File: src/rtl/seg7_digit_driver.sv
// seg7_digit_driver
//
// Drives a 4-digit multiplexed seven-segment display from the rotating
// active-low one-hot digit select produced by the scan stage.
//   - The 16-bit value and the decimal points are double-buffered. A load
//     fills the pending buffer, and that buffer is committed to the active
//     buffer only when the scan wraps to digit0. A frame therefore never
//     shows a mix of old and new digits.
//   - Segments follow the select with one edge of latency. The anodes are
//     held off for BLANK_CYCLES edges after every select change, so the
//     segments settle while the digit is dark and do not ghost.
//
// Ports
//   clk        scan clock, shared with the digit scan stage
//   rst        asynchronous, active-high reset
//   digit_sel  active-low one-hot select (1110 = digit0 = value[3:0])
//   value      hex value to display, digit3 = value[15:12]
//   dp_in      decimal point enables, active-high, bit i = digit i
//   load       single-cycle strobe that captures value/dp_in into pending
//   an         anode drive, active-low, registered
//   seg        segments {g,f,e,d,c,b,a}, active-low, registered
//   dp         decimal point, active-low, registered
//
// Parameter
//   BLANK_CYCLES  edges the anodes stay off after a select change (0 = none)
//
// Build option
//   LEADING_ZERO_BLANK_EN  when defined, digits 3..1 are blanked while their
//                          nibble and every higher nibble are zero
module seg7_digit_driver #(
    parameter int BLANK_CYCLES = 4
) (
    input  logic        clk,
    input  logic        rst,
    input  logic [3:0]  digit_sel,
    input  logic [15:0] value,
    input  logic [3:0]  dp_in,
    input  logic        load,
    output logic [3:0]  an,
    output logic [6:0]  seg,
    output logic        dp
);

    // The counter only ever holds values up to BLANK_CYCLES-1.
    localparam int CW = (BLANK_CYCLES > 2) ? $clog2(BLANK_CYCLES) : 1;
    localparam logic [CW-1:0] BLANK_LOAD =
        (BLANK_CYCLES > 0) ? CW'(BLANK_CYCLES - 1) : '0;

    logic [15:0]   active_val;
    logic [3:0]    active_dp;
    logic [15:0]   pend_val;
    logic [3:0]    pend_dp;
    logic          pend;
    logic [3:0]    prev_sel;
    logic [CW-1:0] blank_cnt;

    logic          sel_valid;
    logic [1:0]    digit_idx;
    logic          change;
    logic          commit;
    logic [15:0]   next_val;
    logic [3:0]    next_dp;
    logic [3:0]    nibble;
    logic          lz_blank;
    logic [6:0]    seg_dec;

    // Classify the select. Anything other than exactly one low bit is
    // invalid and darkens the whole display.
    always_comb begin
        sel_valid = 1'b1;
        digit_idx = 2'd0;
        case (digit_sel)
            4'b1110: digit_idx = 2'd0;
            4'b1101: digit_idx = 2'd1;
            4'b1011: digit_idx = 2'd2;
            4'b0111: digit_idx = 2'd3;
            default: sel_valid = 1'b0;
        endcase
    end

    assign change = (digit_sel != prev_sel);
    assign commit = sel_valid && (digit_sel == 4'b1110) && (prev_sel != 4'b1110);

    // Decode from the buffer as it will be after this edge, so the digit0
    // shown on the commit edge already comes from the new frame.
    assign next_val = (commit && pend) ? pend_val : active_val;
    assign next_dp  = (commit && pend) ? pend_dp  : active_dp;
    assign nibble   = next_val[{digit_idx, 2'b00} +: 4];

`ifdef LEADING_ZERO_BLANK_EN
    always_comb begin
        lz_blank = 1'b0;
        case (digit_idx)
            2'd3:    lz_blank = (next_val[15:12] == 4'h0);
            2'd2:    lz_blank = (next_val[15:8]  == 8'h00);
            2'd1:    lz_blank = (next_val[15:4]  == 12'h000);
            default: lz_blank = 1'b0;
        endcase
    end
`else
    assign lz_blank = 1'b0;
`endif

    always_comb begin
        seg_dec = 7'b1111111;
        case (nibble)
            4'h0: seg_dec = 7'b1000000;
            4'h1: seg_dec = 7'b1111001;
            4'h2: seg_dec = 7'b0100100;
            4'h3: seg_dec = 7'b0110000;
            4'h4: seg_dec = 7'b0011001;
            4'h5: seg_dec = 7'b0010010;
            4'h6: seg_dec = 7'b0000010;
            4'h7: seg_dec = 7'b1111000;
            4'h8: seg_dec = 7'b0000000;
            4'h9: seg_dec = 7'b0010000;
            4'hA: seg_dec = 7'b0001000;
            4'hB: seg_dec = 7'b0000011;
            4'hC: seg_dec = 7'b1000110;
            4'hD: seg_dec = 7'b0100001;
            4'hE: seg_dec = 7'b0000110;
            4'hF: seg_dec = 7'b0001110;
            default: seg_dec = 7'b1111111;
        endcase
    end

    // Double buffer. When a load lands on the commit edge, active takes the
    // old pending contents and the new load stays pending for next frame.
    always_ff @(posedge clk or posedge rst) begin
        if (rst) begin
            active_val <= '0;
            active_dp  <= '0;
            pend_val   <= '0;
            pend_dp    <= '0;
            pend       <= 1'b0;
        end else begin
            active_val <= next_val;
            active_dp  <= next_dp;
            if (load) begin
                pend_val <= value;
                pend_dp  <= dp_in;
                pend     <= 1'b1;
            end else if (commit) begin
                pend     <= 1'b0;
            end
        end
    end

    // Anti-ghosting window and output registers. A change restarts the
    // window; the anodes come back on the first edge after it has expired.
    always_ff @(posedge clk or posedge rst) begin
        if (rst) begin
            prev_sel  <= 4'b1111;
            blank_cnt <= '0;
            an        <= 4'b1111;
            seg       <= 7'b1111111;
            dp        <= 1'b1;
        end else begin
            prev_sel <= digit_sel;

            if (change && (BLANK_CYCLES > 0)) begin
                blank_cnt <= BLANK_LOAD;
                an        <= 4'b1111;
            end else if (blank_cnt != '0) begin
                blank_cnt <= blank_cnt - 1'b1;
                an        <= 4'b1111;
            end else begin
                an        <= sel_valid ? digit_sel : 4'b1111;
            end

            if (sel_valid) begin
                seg <= lz_blank ? 7'b1111111 : seg_dec;
                dp  <= ~next_dp[digit_idx];
            end else begin
                seg <= 7'b1111111;
                dp  <= 1'b1;
            end
        end
    end

endmodule

File: config.mk
export PLATFORM = sky130hd
export DESIGN_NAME = seg7_digit_driver
export DESIGN_NICKNAME = d
export VERILOG_FILES = /design/src/rtl/seg7_digit_driver.sv
export SDC_FILE = /design/constraint.sdc
export NUM_CORES = 1
export LEC_CHECK = 0
export ABC_AREA = 1
export BUFFER_PORTS_ARGS = -buffer_cell sky130_fd_sc_hd__buf_4
export CORE_MARGIN = 1
export CORE_UTILIZATION = 61
export DETAILED_ROUTE_END_ITERATION = 8
export PLACE_DENSITY = 0.82
export SYNTH_ARGS = -nofsm -noshare
export SYNTH_HDL_FRONTEND = slang
export SYNTH_SLANG_ARGS = --single-unit
File: constraint.sdc
create_clock -name clk -period 4.9 [get_ports clk]
set_clock_uncertainty 0.2 [all_clocks]
set_input_delay 0.49 -clock clk [delete_from_list [all_inputs] [get_ports clk]]
set_output_delay 0.49 -clock clk [all_outputs]
set_load 0.01 [all_outputs]
==> flow_summary.ini, run 1 <==
[placed_design]
dpl.hpwl_um = 3806
numPortBuffers = 38
placed_area_mm2 = 0.003134
place_congestion = 0.8532

[detailed_routing]
vias = 2273
wl_per_cell_um = 12.70
totalWireLength_um = 5574
remaining_drc_errors = 0
ant_nets = 0
drt_iter0_drc = 110
vias_per_cell = 5.178
drt_pass1_iterations = 5

[layout]
final_core_util = 0.7537
area_growth_pct = 17.45
num-nets-final = 416
seqCellArea_mm2 = 0.001496
final_area_mm2 = 0.003327
drive_gt1_frac = 0.2351
diodes = 0
multiInputGateArea_mm2 = 0.001089
num-fill-cells = 336

[outcome]
status = finished clean

[timing]
max_slew_margin = 0.5236
setup_violations = 0
final_max_slew_viol_count = 0
hold_violations = 0
worst_pin_slew_ps = 714.6
rsz0062_at_grt = no
whs_ps = 80.65
finalCriticalPeriod_ps = 3039
clock.fmax_mhz = 329.0
setup-tns-final_ps = 0
fin_crit_sh = 0.6203

[die]
fp.coreArea_mm2 = 0.004414
die_area_mm2 = 0.004920
ios = 39
placementRows = 24
die_x_um = 70.15
start_util = 0.6417
die_y_um = 70.15

[yosys]
syn-cell-area_mm2 = 0.002833
syn_inst = 341
synth.avg_cell_area_um2 = 8.307
synth_fp_nets = 375
yosysUniqueCellTypes = 24
yosysWarnings = 0
ys_seq_area_frac = 0.5283
synth.ff_latch_count = 59

[clock_tree]
cts_buffers = 9
cts_resized = 0
cts_num_sinks = 59
cts_hold_buf = 0
clockBufferDepth = 2
cts_tree = done
cts_htree_levels = 3
cts_root_buf = clkbuf_8
cts_setup_buffers = 0
clk_pin_slew_ps = 70
insertion_delay_ps = 340

[global_route]
grt_max_degree = 60
antenna_found_initial = 0
grtUsageTotal = 0.2559
grt_overflow = 0
grt_pass1_vias = 2218
grt_pass1_wl_um = 9722

[critical_path]
crit_top_cell = nand2_1
startpoint_type = input pin
cp_slowest_cell = nand3_2
critical_path_buf_inv_count = 2
worst_path_largest_cell_delay_ps = 600
end_kind = flip-flop
critical_path_arrival_ps = 3130
setup.worst_path.class = input pin to flip-flop
cp_top_family = simple AND/OR/NAND/NOR gates
worstPathCellList = buf_4 > inv_1 > nand2_1 > nor2_2 > nand3_2 > o21ai_1 > nand2_1 > nand3_1 > nand2_1 > ha_1 > nand3_1 > nor2_1 > nor2_1 > nand2_1
worstPathRequired_ps = 4990
crit_fanout = 30

[power]
power_w = 0.001269
leakagePower_nw = 1.750
peakVddDrop_mv = 0.2734
p_per_area_mw_per_mm2 = 381.5

[min_path]
hold_path.class = input pin to flip-flop

[job]
drv_cap = 0
==> state kept, by name, summed over array words and instances (netlist names), 2 cells and up <==
signal / count
active_dp: 4
active_val: 16
an: 4
blank_cnt: 2
pend_dp: 4
pend_val: 16
prev_sel: 4
seg: 7
==> metrics by stage <==
stage / setup slack, ps / std cells
final: 1861 / 439
after global routing: 1523 / 439
after CTS: 1947 / 439
after detailed placement: 1622 / 423
after global placement: 1751 / 423
after floorplan: 2592 / 341
==> final timing paths <==
path	from	end	slack, ps	cells after the start
max	digit_sel[0]	seg[1]	1860	14
min	digit_sel[3]	prev_sel[3]	80	1
max reg2reg	prev_sel[0]	seg[1]	1960	12
min reg2reg	active_val[7]	active_val[7]	280	2
max in group asynchronous	rst	pend_val[9]	3870	3
min in group asynchronous	rst	blank_cnt[1]	160	3
==> report_power, final <==
group / switching [W] / leakage, nW / internal (W)
Sequential: 0.0000195 / 0.679 / 0.000557
Clock: 0.000198 / 0.0950 / 0.000232
Combinational: 0.000165 / 0.976 / 0.0000974
==> metal layers <==
layer,global-route usage,up-vias,share of wire
met4,0.1267,0,0.019
met3,0.05051,15,0.047
met2,0.4145,59,0.48
met5,0,-,0
li1,-,1140,-
met1,0.3288,1059,0.45
==> cell usage in the layout, fill, tap and decap left out, types with 7 or more instances in the layout <==
cell,n
nand2_1,113
inv_1,45
dfrtp_1,43
buf_4,40
nand3_1,28
o21ai_0,20
nor2_1,17
dfstp_2,16
clkbuf_8,9
nand4_1,8
ha_1,7
==> cell usage after synthesis <==
| cell | n | share of area |
|---|---|---|
| nand2_1 | 113 | 0.15 |
| inv_1 | 46 | 0.061 |
| dfrtp_1 | 43 | 0.38 |
| nand3_1 | 28 | 0.049 |
| o21ai_0 | 20 | 0.035 |
| nor2_1 | 17 | 0.023 |
| dfstp_2 | 16 | 0.15 |
| nand4_1 | 8 | 0.018 |
| ha_1 | 7 | 0.031 |
| clkbuf_1 | 5 | 0.0066 |
| o21ai_1 | 5 | 0.0088 |
| and2_1 | 4 | 0.0088 |
| nand2_2 | 4 | 0.0088 |
| nand3_2 | 4 | 0.014 |
| buf_4 | 3 | 0.0079 |
| inv_2 | 3 | 0.0040 |
| o21ai_2 | 3 | 0.0093 |
| xor2_1 | 3 | 0.0093 |
| buf_6 | 2 | 0.0079 |
| nor3_1 | 2 | 0.0035 |
| nor3_2 | 2 | 0.0071 |
| nor2_2 | 1 | 0.0022 |
| nor2_4 | 1 | 0.0040 |
| o211ai_1 | 1 | 0.0027 |
==> worst reg2reg max path: cells and delay by family (launching register included) <==
kind | cells | cell delay, ps
DFF | 1 | 550
and+or+nand+nor | 10 | 1460
AOI/OAI and AO/OA | 1 | 360
adders and majority gates | 1 | 310
==> layout make-up <==
class / instances / area share
clock buffer: 9 / 0.03723
clock inverter: 7 / 0.02068
inverter: 49 / 0.05528
multi-input combinational: 223 / 0.3272
sequential: 59 / 0.4498
tap: 52 / 0.01956
timing repair buffer: 40 / 0.09026
==> cells by family (layout without fill, tap and decap cells) <==
| group | Yosys count | in the layout | synth area share |
|---|---|---|---|
| AOI/OAI and AO/OA | 29 | 29 | 0.05610 |
| xor gates and xnor gates | 3 | 3 | 0.009277 |
| adders and majority gates | 7 | 7 | 0.03092 |
| buffers and inverters | 59 | 105 | 0.08746 |
| DFF | 59 | 59 | 0.5283 |
| and+or+nand+nor | 184 | 184 | 0.2880 |
No activity file was read; power rests on OpenSTA's default activity.
==> run 2, diff against run 1 <==
- CORE_UTILIZATION: 61 -> 51
- PLACE_DENSITY: 0.82 -> 0.73
- clock period: 4.9 -> 2.7 ns (I/O delays scaled with it)
==> run 2 against run 1 <==
Clock-buffer cell count increased by 2. Sequential share of layout area fell by 5.2 points. Critical path depth increased by 2. Utilization down 3.6 points. Largest power group unchanged. Highest routed layer unchanged. Worst hold slack better by 48 ps.
==> flow_summary.ini, run 2 (synthesis results as in run 1) <==
[detailed_routing]
remaining_drc_errors = 0
vias_per_cell = 4.859
wl_per_cell_um = 12.23
ant_nets = 0
drt_pass1_iterations = 4
drt_iter0_drc = 168
totalWireLength_um = 6007
vias = 2386

[layout]
diodes = 0
final_area_mm2 = 0.003761
num-nets-final = 450
reg.largest.list = active_val: 16 flops, pend_val: 16 flops, seg: 7 flops
final_common_cell = nand2_1
area_growth_pct = 32.77
mostFrequentLayoutCells = nand2_1, buf_4, inv_1, dfrtp_1, nand3_1
drive_gt1_frac = 0.2494

[timing]
whs_ps = 129.1
hold_violations = 0
worst_pin_slew_ps = 501.1
rsz0062_at_grt = no
setup_ws_ps = 173.3
setup-tns-final_ps = 0
finalCriticalPeriod_ps = 2527
fin_crit_sh = 0.9358
setup_violations = 0
max_slew_margin = 0.6634
final_max_slew_viol_count = 0
clock.fmax_mhz = 395.8

[critical_path]
worstPathCellList = dlygate4sd3_1 > buf_4 > inv_2 > nand2_1 > nor2_4 > nand3_4 > buf_4 > nand2_1 > nand3_1 > nand3_1 > nand2_2 > ha_1 > nand3_1 > nor2_1 > nor2_1 > nand2_1
cp_top_family = simple AND/OR/NAND/NOR gates
reg2regPathDepth = 13
worstPathRequired_ps = 2780
rrSetupSlack_ps = 330
cp_slowest_cell = dlygate4sd3_1
critical_path_arrival_ps = 2610
crit_fanout = 6
critical_path_buf_inv_count = 4
timing.rr.start = prev_sel[2]
worst_path_largest_cell_delay_ps = 530
reg2reg_to = seg[4]
end_kind = flip-flop
setup.worst_path.class = input pin to flip-flop
startpoint_type = input pin

[power]
p_per_area_mw_per_mm2 = 677.0
peakVddDrop_mv = 0.4939
leakagePower_nw = 1.927

[die]
fp.coreArea_mm2 = 0.005238
start_util = 0.5409
die_x_um = 76.53
die_area_mm2 = 0.005856
die_y_um = 76.53
placementRows = 26
ios = 39

[global_route]
grtUsageTotal = 0.2239
grt_max_degree = 60
grt_pass1_vias = 2210
grt_pass1_wl_um = 9908
antenna_found_initial = 0
grt_overflow = 0

[placed_design]
place_ws_ps = 217.3
dpl.hpwl_um = 3743
placed_area_mm2 = 0.003192
place_congestion = 0.8579
numPortBuffers = 38

[clock_tree]
clk_pin_slew_ps = 60
insertion_delay_ps = 340
cts_num_sinks = 59
clockBufferDepth = 2
cts_buffers = 9
cts_root_buf = clkbuf_8
cts_tree = done
cts_htree_levels = 3

[min_path]
worstHoldStart = load
hold_path.class = input pin to flip-flop
min_to = pend_val[4]
min_delay_path_depth = 3

[job]
drv_cap = 0

[outcome]
status = finished clean
## run 2: how the worst max path moves through the flow
| stage | start | to | slack, ps | cells past startpoint |
|---|---|---|---|---|
| after floorplan | prev_sel[2] | seg[3] | 390 | 16 |
| after global placement | prev_sel[2] | seg[1] | 310 | 14 |
| after detailed placement | prev_sel[2] | seg[1] | 220 | 14 |
| after CTS | digit_sel[0] | seg[1] | 70 | 15 |
| after global routing | digit_sel[0] | seg[4] | 30 | 18 |
| final | digit_sel[0] | seg[1] | 170 | 16 |
## run 2: power by group
group,total [W],internal (W),switching [W],leakage (nW)
combinational,0.000523,0.000214,0.000309,1.12
clock,0.000976,0.000635,0.000340,0.123
sequential,0.00105,0.00101,0.0000364,0.679
total,0.00255,0.00186,0.000686,1.93
## run 2: layout make-up
cell class / count / area (um^2)
flip-flops and latches: 59 / 1496
well taps: 70 / 87.58
multi-input cells: 224 / 1122
clock inverters: 5 / 100.1
clock buffers: 11 / 141.4
fillers: 374 / 1476
repair buffers: 73 / 626.9
inverters: 49 / 186.4
## run 2: worst reg2reg max path, cell delays in order (launching register included)
cell,delay (ps)
dfstp_2,530
inv_1,50
nor2_1,100
nand2_2,160
nand3_2,190
buf_4,220
nand2_1,90
nand3_1,110
nand3_2,170
nand2_2,190
nand2_1,90
nor2_1,90
nor2_1,40
nand2_1,70
## run 2: what timing repair did
action | in CTS | in global routing
hold buffers | 25 | 0
setup endpoints to repair | 0 | 6
buffers inserted | 0 | 5
resized for setup | 0 | 10
endpoints found under the hold margin | 68 | 0
## run 2: through the flow
step / instances / util / power, W
after floorplan: 341 / - / 0.001390
after global placement: 444 / 0.6094 / 0.001517
after global routing: 491 / 0.7181 / 0.002683
after CTS: 485 / 0.7033 / 0.002543
after detailed placement: 444 / 0.6094 / 0.001531
final: 491 / 0.7181 / 0.002546
## run 2: per-layer routing
layer / global-route usage / routed length (um) / vias to the layer above
li1: - / - / 1213
met1: 0.2864 / 2640 / 1102
met2: 0.3505 / 2939 / 61
met3: 0.05509 / 312 / 10
met4: 0.1212 / 114 / 0
met5: 0 / 0 / -
